[src/rtl/ntt_pkg.sv]
// Shared constants, mode encoding and FSM state type for the NTT stage scheduler.
package ntt_pkg;

    localparam int N          = 256;
    localparam int LOGN       = 8;
    localparam int ADDR_W     = LOGN;
    localparam int NUM_LAYERS = 7;
    localparam int TW_W       = 7;
    localparam int PAIRS      = N / 2;
    localparam int P_W        = LOGN - 1;

    typedef enum logic {
        MODE_NTT  = 1'b0,
        MODE_INTT = 1'b1
    } mode_e;

    typedef enum logic [1:0] {
        ST_IDLE  = 2'd0,
        ST_ISSUE = 2'd1,
        ST_DRAIN = 2'd2,
        ST_DONE  = 2'd3
    } state_e;

    // log2 of the butterfly span: NTT halves the span each layer, INTT doubles it from 2.
    function automatic logic [2:0] len_log2(input mode_e m, input logic [2:0] lyr);
        return (m == MODE_NTT) ? 3'(LOGN - 1) - lyr : lyr + 3'd1;
    endfunction

endpackage

[src/rtl/ntt_stage_sched_if.sv]
// Memory-side bus of the scheduler: read-pair issue with handshake, twiddle index and write-back.
interface ntt_stage_sched_if;
    import ntt_pkg::*;

    logic              rd_valid;
    logic              rd_ready;
    logic [LOGN-1:0]   rd_addr_a;
    logic [LOGN-1:0]   rd_addr_b;
    logic [TW_W-1:0]   tw_idx;
    logic              wr_en;
    logic [LOGN-1:0]   wr_addr_a;
    logic [LOGN-1:0]   wr_addr_b;

    modport master (
        output rd_valid, rd_addr_a, rd_addr_b, tw_idx,
        output wr_en, wr_addr_a, wr_addr_b,
        input  rd_ready
    );

    modport slave (
        input  rd_valid, rd_addr_a, rd_addr_b, tw_idx,
        input  wr_en, wr_addr_a, wr_addr_b,
        output rd_ready
    );

endinterface

[src/rtl/ntt_addr_delay.sv]
// Fixed-depth shift register that replays accepted read addresses as write-backs
// after the butterfly latency.
module ntt_addr_delay
    import ntt_pkg::*;
#(
    parameter int DEPTH = 6
)
(
    input  logic              clk,
    input  logic              rst,
    input  logic              in_valid,
    input  logic [LOGN-1:0]   in_addr_a,
    input  logic [LOGN-1:0]   in_addr_b,
    output logic              out_valid,
    output logic [LOGN-1:0]   out_addr_a,
    output logic [LOGN-1:0]   out_addr_b
);

    logic [DEPTH-1:0] vld_sr;
    logic [LOGN-1:0]  a_sr [DEPTH];
    logic [LOGN-1:0]  b_sr [DEPTH];

    // Shift every cycle; reset flushes in-flight entries so nothing is written back.
    always_ff @(posedge clk) begin
        if (rst) begin
            vld_sr <= '0;
            for (int i = 0; i < DEPTH; i++) begin
                a_sr[i] <= '0;
                b_sr[i] <= '0;
            end
        end else begin
            vld_sr[0] <= in_valid;
            a_sr[0]   <= in_addr_a;
            b_sr[0]   <= in_addr_b;
            for (int i = 1; i < DEPTH; i++) begin
                vld_sr[i] <= vld_sr[i-1];
                a_sr[i]   <= a_sr[i-1];
                b_sr[i]   <= b_sr[i-1];
            end
        end
    end

    assign out_valid  = vld_sr[DEPTH-1];
    assign out_addr_a = a_sr[DEPTH-1];
    assign out_addr_b = b_sr[DEPTH-1];

endmodule

[src/rtl/ntt_stage_sched.sv]
// Layer sequencer for a 256-point NTT/INTT: issues one butterfly pair per accepted cycle,
// replays the addresses as write-backs BF_LAT cycles later and drains between layers.
module ntt_stage_sched
    import ntt_pkg::*;
#(
    parameter int BF_LAT = 6
)
(
    input  logic               clk,
    input  logic               rst,
    input  logic               start,
    input  logic               mode_in,
    ntt_stage_sched_if.master  bus,
    output logic [2:0]         layer,
    output logic               busy,
    output logic               layer_done,
    output logic               done
);

    localparam int               CNT_W      = $clog2(BF_LAT + 1);
    localparam logic [P_W-1:0]   LAST_P     = P_W'(PAIRS - 1);
    localparam logic [2:0]       LAST_LAYER = 3'(NUM_LAYERS - 1);

    state_e              state, state_d;
    logic [P_W-1:0]      p, p_d;
    logic [2:0]          layer_d;
    mode_e               mode_q, mode_d;
    logic [CNT_W-1:0]    cnt, cnt_d;

    logic                issue;
    logic                accept;
    logic [2:0]          lg;
    logic [ADDR_W-1:0]   len;
    logic [ADDR_W-1:0]   grp;
    logic [ADDR_W-1:0]   off;
    logic [ADDR_W-1:0]   addr_a;
    logic [ADDR_W-1:0]   addr_b;
    logic [TW_W-1:0]     g_base;
    logic [TW_W-1:0]     tw_full;
    logic [ADDR_W-1:0]   rd_a;
    logic [ADDR_W-1:0]   rd_b;
    logic                wr_en_w;
    logic [ADDR_W-1:0]   wr_a_w;
    logic [ADDR_W-1:0]   wr_b_w;

    assign issue  = (state == ST_ISSUE);
    assign accept = issue & bus.rd_ready;

    // Control registers: FSM state, pair counter, layer, latched mode and drain counter.
    always_ff @(posedge clk) begin
        if (rst) begin
            state  <= ST_IDLE;
            p      <= '0;
            layer  <= '0;
            mode_q <= MODE_NTT;
            cnt    <= '0;
        end else begin
            state  <= state_d;
            p      <= p_d;
            layer  <= layer_d;
            mode_q <= mode_d;
            cnt    <= cnt_d;
        end
    end

    // Next-state and status: pairs advance only on accept, drain waits out the butterfly latency.
    always_comb begin
        state_d    = state;
        p_d        = p;
        layer_d    = layer;
        mode_d     = mode_q;
        cnt_d      = cnt;
        busy       = 1'b0;
        layer_done = 1'b0;
        done       = 1'b0;
        unique case (state)
            ST_IDLE, ST_DONE: begin
                done = (state == ST_DONE);
                if (start) begin
                    state_d = ST_ISSUE;
                    p_d     = '0;
                    layer_d = '0;
                    mode_d  = mode_e'(mode_in);
                end
            end
            ST_ISSUE: begin
                busy = 1'b1;
                if (accept) begin
                    if (p == LAST_P) begin
                        state_d = ST_DRAIN;
                        p_d     = '0;
                        cnt_d   = CNT_W'(BF_LAT);
                    end else begin
                        p_d = p + P_W'(1);
                    end
                end
            end
            ST_DRAIN: begin
                busy = 1'b1;
                if (cnt == CNT_W'(1)) begin
                    layer_done = 1'b1;
                    if (layer == LAST_LAYER) begin
                        state_d = ST_DONE;
                    end else begin
                        state_d = ST_ISSUE;
                        layer_d = layer + 3'd1;
                        p_d     = '0;
                    end
                end else begin
                    cnt_d = cnt - CNT_W'(1);
                end
            end
            default: begin
                state_d = ST_IDLE;
            end
        endcase
    end

    // Butterfly address and twiddle index from the registered pair counter and layer.
    always_comb begin
        lg      = len_log2(mode_q, layer);
        len     = ADDR_W'(1) << lg;
        grp     = ADDR_W'(p) >> lg;
        off     = ADDR_W'(p) & (len - ADDR_W'(1));
        addr_a  = (grp << ({1'b0, lg} + 4'd1)) | off;
        addr_b  = addr_a + len;
        g_base  = TW_W'(1) << (3'(LOGN - 1) - lg);
        tw_full = (mode_q == MODE_NTT) ? g_base + TW_W'(grp)
                                       : (g_base << 1) - TW_W'(1) - TW_W'(grp);
    end

    assign rd_a          = issue ? addr_a : '0;
    assign rd_b          = issue ? addr_b : '0;
    assign bus.rd_valid  = issue;
    assign bus.rd_addr_a = rd_a;
    assign bus.rd_addr_b = rd_b;
    assign bus.tw_idx    = issue ? tw_full : '0;

    ntt_addr_delay #(
        .DEPTH (BF_LAT)
    ) u_delay (
        .clk        (clk),
        .rst        (rst),
        .in_valid   (accept),
        .in_addr_a  (rd_a),
        .in_addr_b  (rd_b),
        .out_valid  (wr_en_w),
        .out_addr_a (wr_a_w),
        .out_addr_b (wr_b_w)
    );

    assign bus.wr_en     = wr_en_w;
    assign bus.wr_addr_a = wr_a_w;
    assign bus.wr_addr_b = wr_b_w;

endmodule

[src/flat_wrapper.sv]
// flat-port wrapper written by rule: the top's interface ports become plain ports
module ntt_stage_sched_flat import ntt_pkg::*;
#(
    parameter int BF_LAT = 6
)
  (clk, rst, start, mode_in, layer, busy, layer_done, done, bus_rd_valid, bus_rd_addr_a, bus_rd_addr_b, bus_tw_idx, bus_wr_en, bus_wr_addr_a, bus_wr_addr_b, bus_rd_ready);
  ntt_stage_sched_if bus_i ();
  input  logic clk;
  input  logic rst;
  input  logic start;
  input  logic mode_in;
  output logic [2:0] layer;
  output logic busy;
  output logic layer_done;
  output logic done;
  output wire logic [$bits(bus_i.rd_valid)-1:0] bus_rd_valid;
  output wire logic [$bits(bus_i.rd_addr_a)-1:0] bus_rd_addr_a;
  output wire logic [$bits(bus_i.rd_addr_b)-1:0] bus_rd_addr_b;
  output wire logic [$bits(bus_i.tw_idx)-1:0] bus_tw_idx;
  output wire logic [$bits(bus_i.wr_en)-1:0] bus_wr_en;
  output wire logic [$bits(bus_i.wr_addr_a)-1:0] bus_wr_addr_a;
  output wire logic [$bits(bus_i.wr_addr_b)-1:0] bus_wr_addr_b;
  input wire logic [$bits(bus_i.rd_ready)-1:0] bus_rd_ready;
  assign bus_rd_valid = bus_i.rd_valid;
  assign bus_rd_addr_a = bus_i.rd_addr_a;
  assign bus_rd_addr_b = bus_i.rd_addr_b;
  assign bus_tw_idx = bus_i.tw_idx;
  assign bus_wr_en = bus_i.wr_en;
  assign bus_wr_addr_a = bus_i.wr_addr_a;
  assign bus_wr_addr_b = bus_i.wr_addr_b;
  assign bus_i.rd_ready = bus_rd_ready;
  ntt_stage_sched #(.BF_LAT(BF_LAT)) u_core (.clk(clk), .rst(rst), .start(start), .mode_in(mode_in), .bus(bus_i), .layer(layer), .busy(busy), .layer_done(layer_done), .done(done));
endmodule
[config.mk]
export PLATFORM = sky130hd
export DESIGN_NAME = ntt_stage_sched_flat
export DESIGN_NICKNAME = d
export VERILOG_FILES = /design/src/rtl/ntt_pkg.sv /design/src/rtl/ntt_stage_sched_if.sv /design/src/rtl/ntt_addr_delay.sv /design/src/rtl/ntt_stage_sched.sv /design/src/flat_wrapper.sv
export SDC_FILE = /design/constraint.sdc
export NUM_CORES = 1
export LEC_CHECK = 0
export BUFFER_PORTS_ARGS = -buffer_cell sky130_fd_sc_hd__buf_2
export CELL_PAD_IN_SITES_DETAIL_PLACEMENT = 1
export CELL_PAD_IN_SITES_GLOBAL_PLACEMENT = 2
export CORE_MARGIN = 2
export CORE_UTILIZATION = 37
export DETAILED_ROUTE_END_ITERATION = 10
export PLACE_DENSITY = 0.89
export REMOVE_ABC_BUFFERS = 1
export SLEW_MARGIN = 10
export SYNTH_ARGS = -nofsm -noshare
export SYNTH_HDL_FRONTEND = slang
export SYNTH_SLANG_ARGS = --single-unit
[constraint.sdc]
create_clock -name clk -period 6.8 [get_ports clk]
set_input_delay 0.68 -clock clk [delete_from_list [all_inputs] [get_ports clk]]
set_output_delay 0.68 -clock clk [all_outputs]
set_load 0.03 [all_outputs]
### Yosys cells after proc, flatten, opt, wreduce, memory -nomap -nowiden

Memories as Yosys holds them, arrays and structs flattened.
Cells that the tools add are included.

* flip-flop bits (word level): 22
* RAM bits: 96
* input bits: 5
* output and inout bits: 47
* logic and storage cells: 104
* memories kept: 2

* $add $sub $neg: 11
* equality and inequality tests: 12
* shifts and indexed selects: 4
* muxes and demuxes: 44
* bitwise gates (word level): 15
* reduce and logical (&&, ||, !) cells: 10

Memory list
* u_core.u_delay.a_sr: words 6, bits a word 8, rd ports 6, clocked after memory_dff 0, write ports 6, RTL line ntt_addr_delay.sv:20 `logic [LOGN-1:0] a_sr [DEPTH];`
* u_core.u_delay.b_sr: words 6, bits a word 8, rd ports 6, clocked after memory_dff 0, write ports 6, RTL line ntt_addr_delay.sv:21 `logic [LOGN-1:0] b_sr [DEPTH];`

Operators with widths (count)
* $mux 8: 14
* $mux 7: 7
* $mux 3: 7
* $pmux 7 s3: 1
* $reduce_and 4->1: 4
* $or 1x1->1: 12
* $pmux 3 s2: 2
* $mux 2: 5
* $ne 2x2->1 const B: 5
* $add 8x8->8: 1
* $and 7x8->8: 1
* $or 8x8->8: 1
* $shl 1x3->8 const A: 1
* $shl 8x4->8: 1
* $shr 7x3->8: 1
* $sub 8x1->8 const B: 1
* $add 7x1->7 const B: 1
* $add 7x7->7: 1
* $eq 7x7->1 const B: 1
* $mux 1: 7
* $shl 1x3->7 const A: 1
* $sub 7x1->7 const B: 1
* $sub 7x7->7: 1
* $pmux 2 s3: 1
* other kinds (14): 18

### Logic depth before layout (Yosys ltp)

* depth after elaboration: 9
* depth in mapped cells: 24
* gate-level depth less buffers: 19

### Cells and area by module

From an unflattened synthesis, not the netlist that was laid out.

* cells, all modules: 582
* area total of the unflattened synthesis: 5436.5 um^2

Modules (own cells, without submodules)
* ntt_addr_delay: times used 1, cells each 223, area each 2801.4 um^2, sequential area each 2042.0 um^2
* ntt_stage_sched: times used 1, cells each 359, area each 2635.0 um^2, sequential area each 320.3 um^2

### Worst setup path before layout

Ideal clock, no wire load.

* path kind: reg2out
* start point: reg u_core.layer[0]
* end point: out bus_rd_addr_b[5]
* arrival: 4.850 ns
* required time: 6.120 ns
* setup slack: 1.270 ns
* stages on the path, launching flop included: 22
* buffers on the path: 5
* path through: dfxtp_1 buf_6 buf_2 inv_1 clkbuf_1 ha_1 mux2i_1 buf_2 nand2_1 inv_1 ha_1 clkbuf_1 inv_1 nor3_1 a21oi_1 inv_1 ha_1 a21o_1 a21oi_1 o21ai_0 o21a_1 nor3_1

* cells in the longest elaborated chain, start to end: 8
* elaborated cells on any way between the ends: 12
* those cells by class: add/sub: 5; shift: 3; mux: 2; bitwise: 2

Ends and longest elaborated chain
* start: declaration: RTL line ntt_stage_sched.sv:14 `output logic [2:0] layer,`
* start signal: assignment: RTL line ntt_stage_sched.sv:60 `layer <= layer_d;`
* $sub 3x3->3 / $add 3x1->3 (equally long branches): RTL line ntt_pkg.sv:26 `return (m == MODE_NTT) ? 3'(LOGN - 1) - lyr : lyr + 3'd1;`
* $mux 3 *: RTL line ntt_pkg.sv:26
* $shl 1x3->8: RTL line ntt_stage_sched.sv:122 `len = ADDR_W'(1) << lg;`
* $sub 8x1->8: RTL line ntt_stage_sched.sv:124 `off = ADDR_W'(p) & (len - ADDR_W'(1));`
* $and 7x8->8: RTL line ntt_stage_sched.sv:124
* $or 8x8->8: RTL line ntt_stage_sched.sv:125 `addr_a = (grp << ({1'b0, lg} + 4'd1)) | off;`
* $add 8x8->8 *: RTL line ntt_stage_sched.sv:126 `addr_b = addr_a + len;`
* $mux 8 *: RTL line ntt_stage_sched.sv:133 `assign rd_b = issue ? addr_b : '0;`
* end: declaration: RTL line flat_wrapper.sv:18 `output wire logic [$bits(bus_i.rd_addr_b)-1:0] bus_rd_addr_b;`

Mark *: on every way between the ends. The rest lies on a longest branch, timed or not.

### Final worst setup path

* start point: reg u_core.layer[0]
* end point: out bus_rd_addr_b[6]

The elaborated chain is that of the path after synthesis.

==> impl_metrics.ini <==
[power_and_ir_drop]
p_per_area_mw_per_mm2 = 295.1
peakVddDrop_uv = 172.4
switching_share_pct = 28.73
sequentialPowerShare_pct = 37.9
clkPwrFrac_pct = 48.2
p_leak_uw = 0.002776
pwr-share-comb_pct = 13.9
intPower_uw = 1349
p_switching_uw = 543.7

[min_path]
min_path_type = register to register
hold_path_end = u_core.u_delay.b_sr[3][4]
whs_path_depth = 1
hold_path.startpoint = u_core.u_delay.b_sr[2][4]

[yosys]
ys_warn_count = 0
avgSynthCellArea_sq_um = 9.448
synthFlopType = dfxtp_1
async_flop_share_pct = 0
yosysUniqueCellTypes = 66
syn_inst = 575
yosysSeqAreaShare_pct = 43.48
ys_seq_elements = 118
synth_edf_count = 0
synth_area_sq_mm = 0.005433

[setup_path]
critPathMaxStageDelay_ns = 0.45
reg2regPathDepth = 21
start_kind = register
slowest_stage = ha_1
cp.arrival_ns = 5.52
worst_setup_path_end_kind = output pin
startpoint = u_core.layer[0]
rr_startpoint = u_core.layer[0]
worst-path-max-fanout = 28
r2r-end = u_core.u_delay.b_sr[0][6]
reg2reg_slack_ns = 1.72
path_common_cell = inv_1
cp_cell_sequence = buf_4, inv_1, ha_1, mux2i_1, buf_4, nand2_1, inv_1, ha_1, inv_1, nor3_1, a32o_1, ha_1, inv_1, fa_1, nor2b_1, o21ai_0, a21boi_0, o21a_1, nor2_1, xnor2_1, and2_1, buf_2
critPathKind = register to output pin
required_ns = 6.12

[placed_design]
gp_congestion = 0.8494
post-place-ws_ns = 1.137
port_buffers = 51
placedCellCount = 783
hpwl_um = 9739

[global_routing]
grt_pass1_wl_um = 22700
grt_util_all_layers_pct = 18.28
grt_max_degree = 71
grt_pass1_vias = 4399
antenna_found_initial = 0
grt_overflow_total = 0

[sta]
period_minus_slack_ns = 6.197
final-setup-viol-count = 0
period_share_pct = 91.13
hold_violations = 0
fin_ws_ns = 0.6035
max_slew_margin_pct = 41.86
setup_tns_ns = 0
rsz0062_at_grt = no
drv_slew = 0
worst_pin_slew_ns = 0.8721
skew_ns = 0.01222
clock.fmax_mhz = 161.4

[drt]
dr_wl_met3_um = 375
antenna_left = 0
routed-wl-met2_um = 7151
wl_met1_um = 6381
drt-initial-drc-count = 187
drt-total-wl_um = 14100
num_vias = 4148
drc_errors = 0
via_per_inst = 5.090
top_layer_used = met4
wl_per_cell_um = 17.30
drt_pass1_iterations = 4

[finish]
final_cell_mix = dfxtp_1 (118), nor2b_1 (94), buf_2 (50)
stdcell_count = 815
register_area_sq_mm = 0.002362
multi_input_area_sq_mm = 0.002815
drive_gt1_share_pct = 16.96
fill_cells = 1689
diodes = 0
syn_to_final_growth_pct = 18.03
final_nets = 655
fin_util_pct = 44.46
final_common_cell = dfxtp_1

[clocking]
cts_buffer_depth = 2
insertion_delay_ns = 0.40
postCtsSetupBuffers = 0
cts_root_buf = clkbuf_16
ctsResizeCount = 0
cts_buffers = 17
cts_max_level = 4
clk_pin_slew_ns = 0.06
clock_sinks = 118
cts_tree = built
postCtsHoldBufs = 0

[status]
status = completed

[die]
start_util_pct = 37.66
ios = 52
coreArea_sq_mm = 0.01442
die_y_um = 125.2
die-area_sq_mm = 0.01567
die_x_um = 125.2
num_rows = 44

[job]
maxCapViolCount = 0
## worst max-delay path by stage
stage                     cells past startpoint          endpoint  slack [ns]
after global routing                         22  bus_rd_addr_b[6]        0.14
final                                        22  bus_rd_addr_b[6]        0.60
after CTS                                    22  bus_rd_addr_b[6]        0.64
after detailed placement                     22  bus_rd_addr_b[6]        1.14
after floorplan                              16  bus_rd_addr_b[5]        0.86
after global placement                       13     bus_tw_idx[6]        1.25
## synthesized netlist by cell type, types with 4 or more instances
cell      number  area (sq um)
dfxtp_1      118          2362
nor2b_1       94         588.1
nor2_1        45         168.9
a21oi_1       29         145.1
ha_1          29         362.9
inv_1         28         105.1
clkbuf_1      23         86.33
nand2_1       22         82.58
and2_1        18         112.6
o21ai_0       18         90.09
mux2i_1       14         140.1
nor3_1        12         60.06
xor2_1         9         78.83
a21o_1         7         52.55
o31ai_1        7         52.55
xnor2_1        7         61.31
nand3_1        6         30.03
mux2_2         5         56.30
nand2b_1       5         31.28
a211oi_1       4         30.03
and3_1         4         25.02
## through the flow
step	hold WS [ns]	total power, uW	cell area (sq um)
2_1_floorplan	0.4138	907.8	5286
3_3_place_gp	0.4150	992.7	5804
3_5_place_dp	0.4236	995.9	5804
4_1_cts	0.4337	1914	6412
5_1_grt	0.4534	1971	6412
6_report	0.4337	1892	6412
## final cells by class
cell class / count / share of cell area, %
clock inverters: 15 / 2.849
clock buffers: 17 / 6.634
multi-input cells: 397 / 43.90
well taps: 184 / 3.590
inverters: 29 / 1.698
repair buffers: 55 / 4.488
flip-flops and latches: 118 / 36.84
## registers in the layout, indices dropped and copies added, names as in the netlist
register               flops
u_core.u_delay.b_sr       48
u_core.state               2
u_core.u_delay.vld_sr      6
u_core.mode_q              1
u_core.layer               3
u_core.cnt                 3
u_core.u_delay.a_sr       48
u_core.p                   7
## power groups by stage
stage               Sequential (uW)  Combinational (uW)  Clock (uW)
floorplan                       729                 179           0
global placement                731                 262           0
detailed placement              733                 263           0
CTS                             718                 266         931
global route                    719                 289         963
finish                          717                 264         911
## critical path: cells and delay by family (launching register included)
| family | cells | cell delay [ns] |
|---|---|---|
| adder cells (fa/ha/maj) | 4 | 1.45 |
| buffers and inverters | 7 | 1.40 |
| AO/OA/AOI/OAI | 4 | 0.86 |
| AND/OR/NAND/NOR | 5 | 0.85 |
| flip-flops | 1 | 0.32 |
| XOR/XNOR | 1 | 0.15 |
| multiplexers | 1 | 0.08 |
## metal layers
metal	vias to the layer above	track usage [%]
met5	-	0
li1	2019	-
met3	16	3.166
met1	2035	22.09
met4	0	6.144
met2	78	32.83
## kinds of logic (layout without fill, tap and decap cells)
logic type / count (synthesis) / in the layout / share of synthesized area (%)
mux: 26 / 26 / 6.080
simple gates: 218 / 218 / 21.79
fa+ha+maj: 33 / 33 / 7.969
buf+inv: 60 / 116 / 4.698
xor+xnor: 18 / 18 / 3.501
flops: 118 / 118 / 43.48
compound gates: 102 / 102 / 12.48
Power figures use the tool's default switching activity.
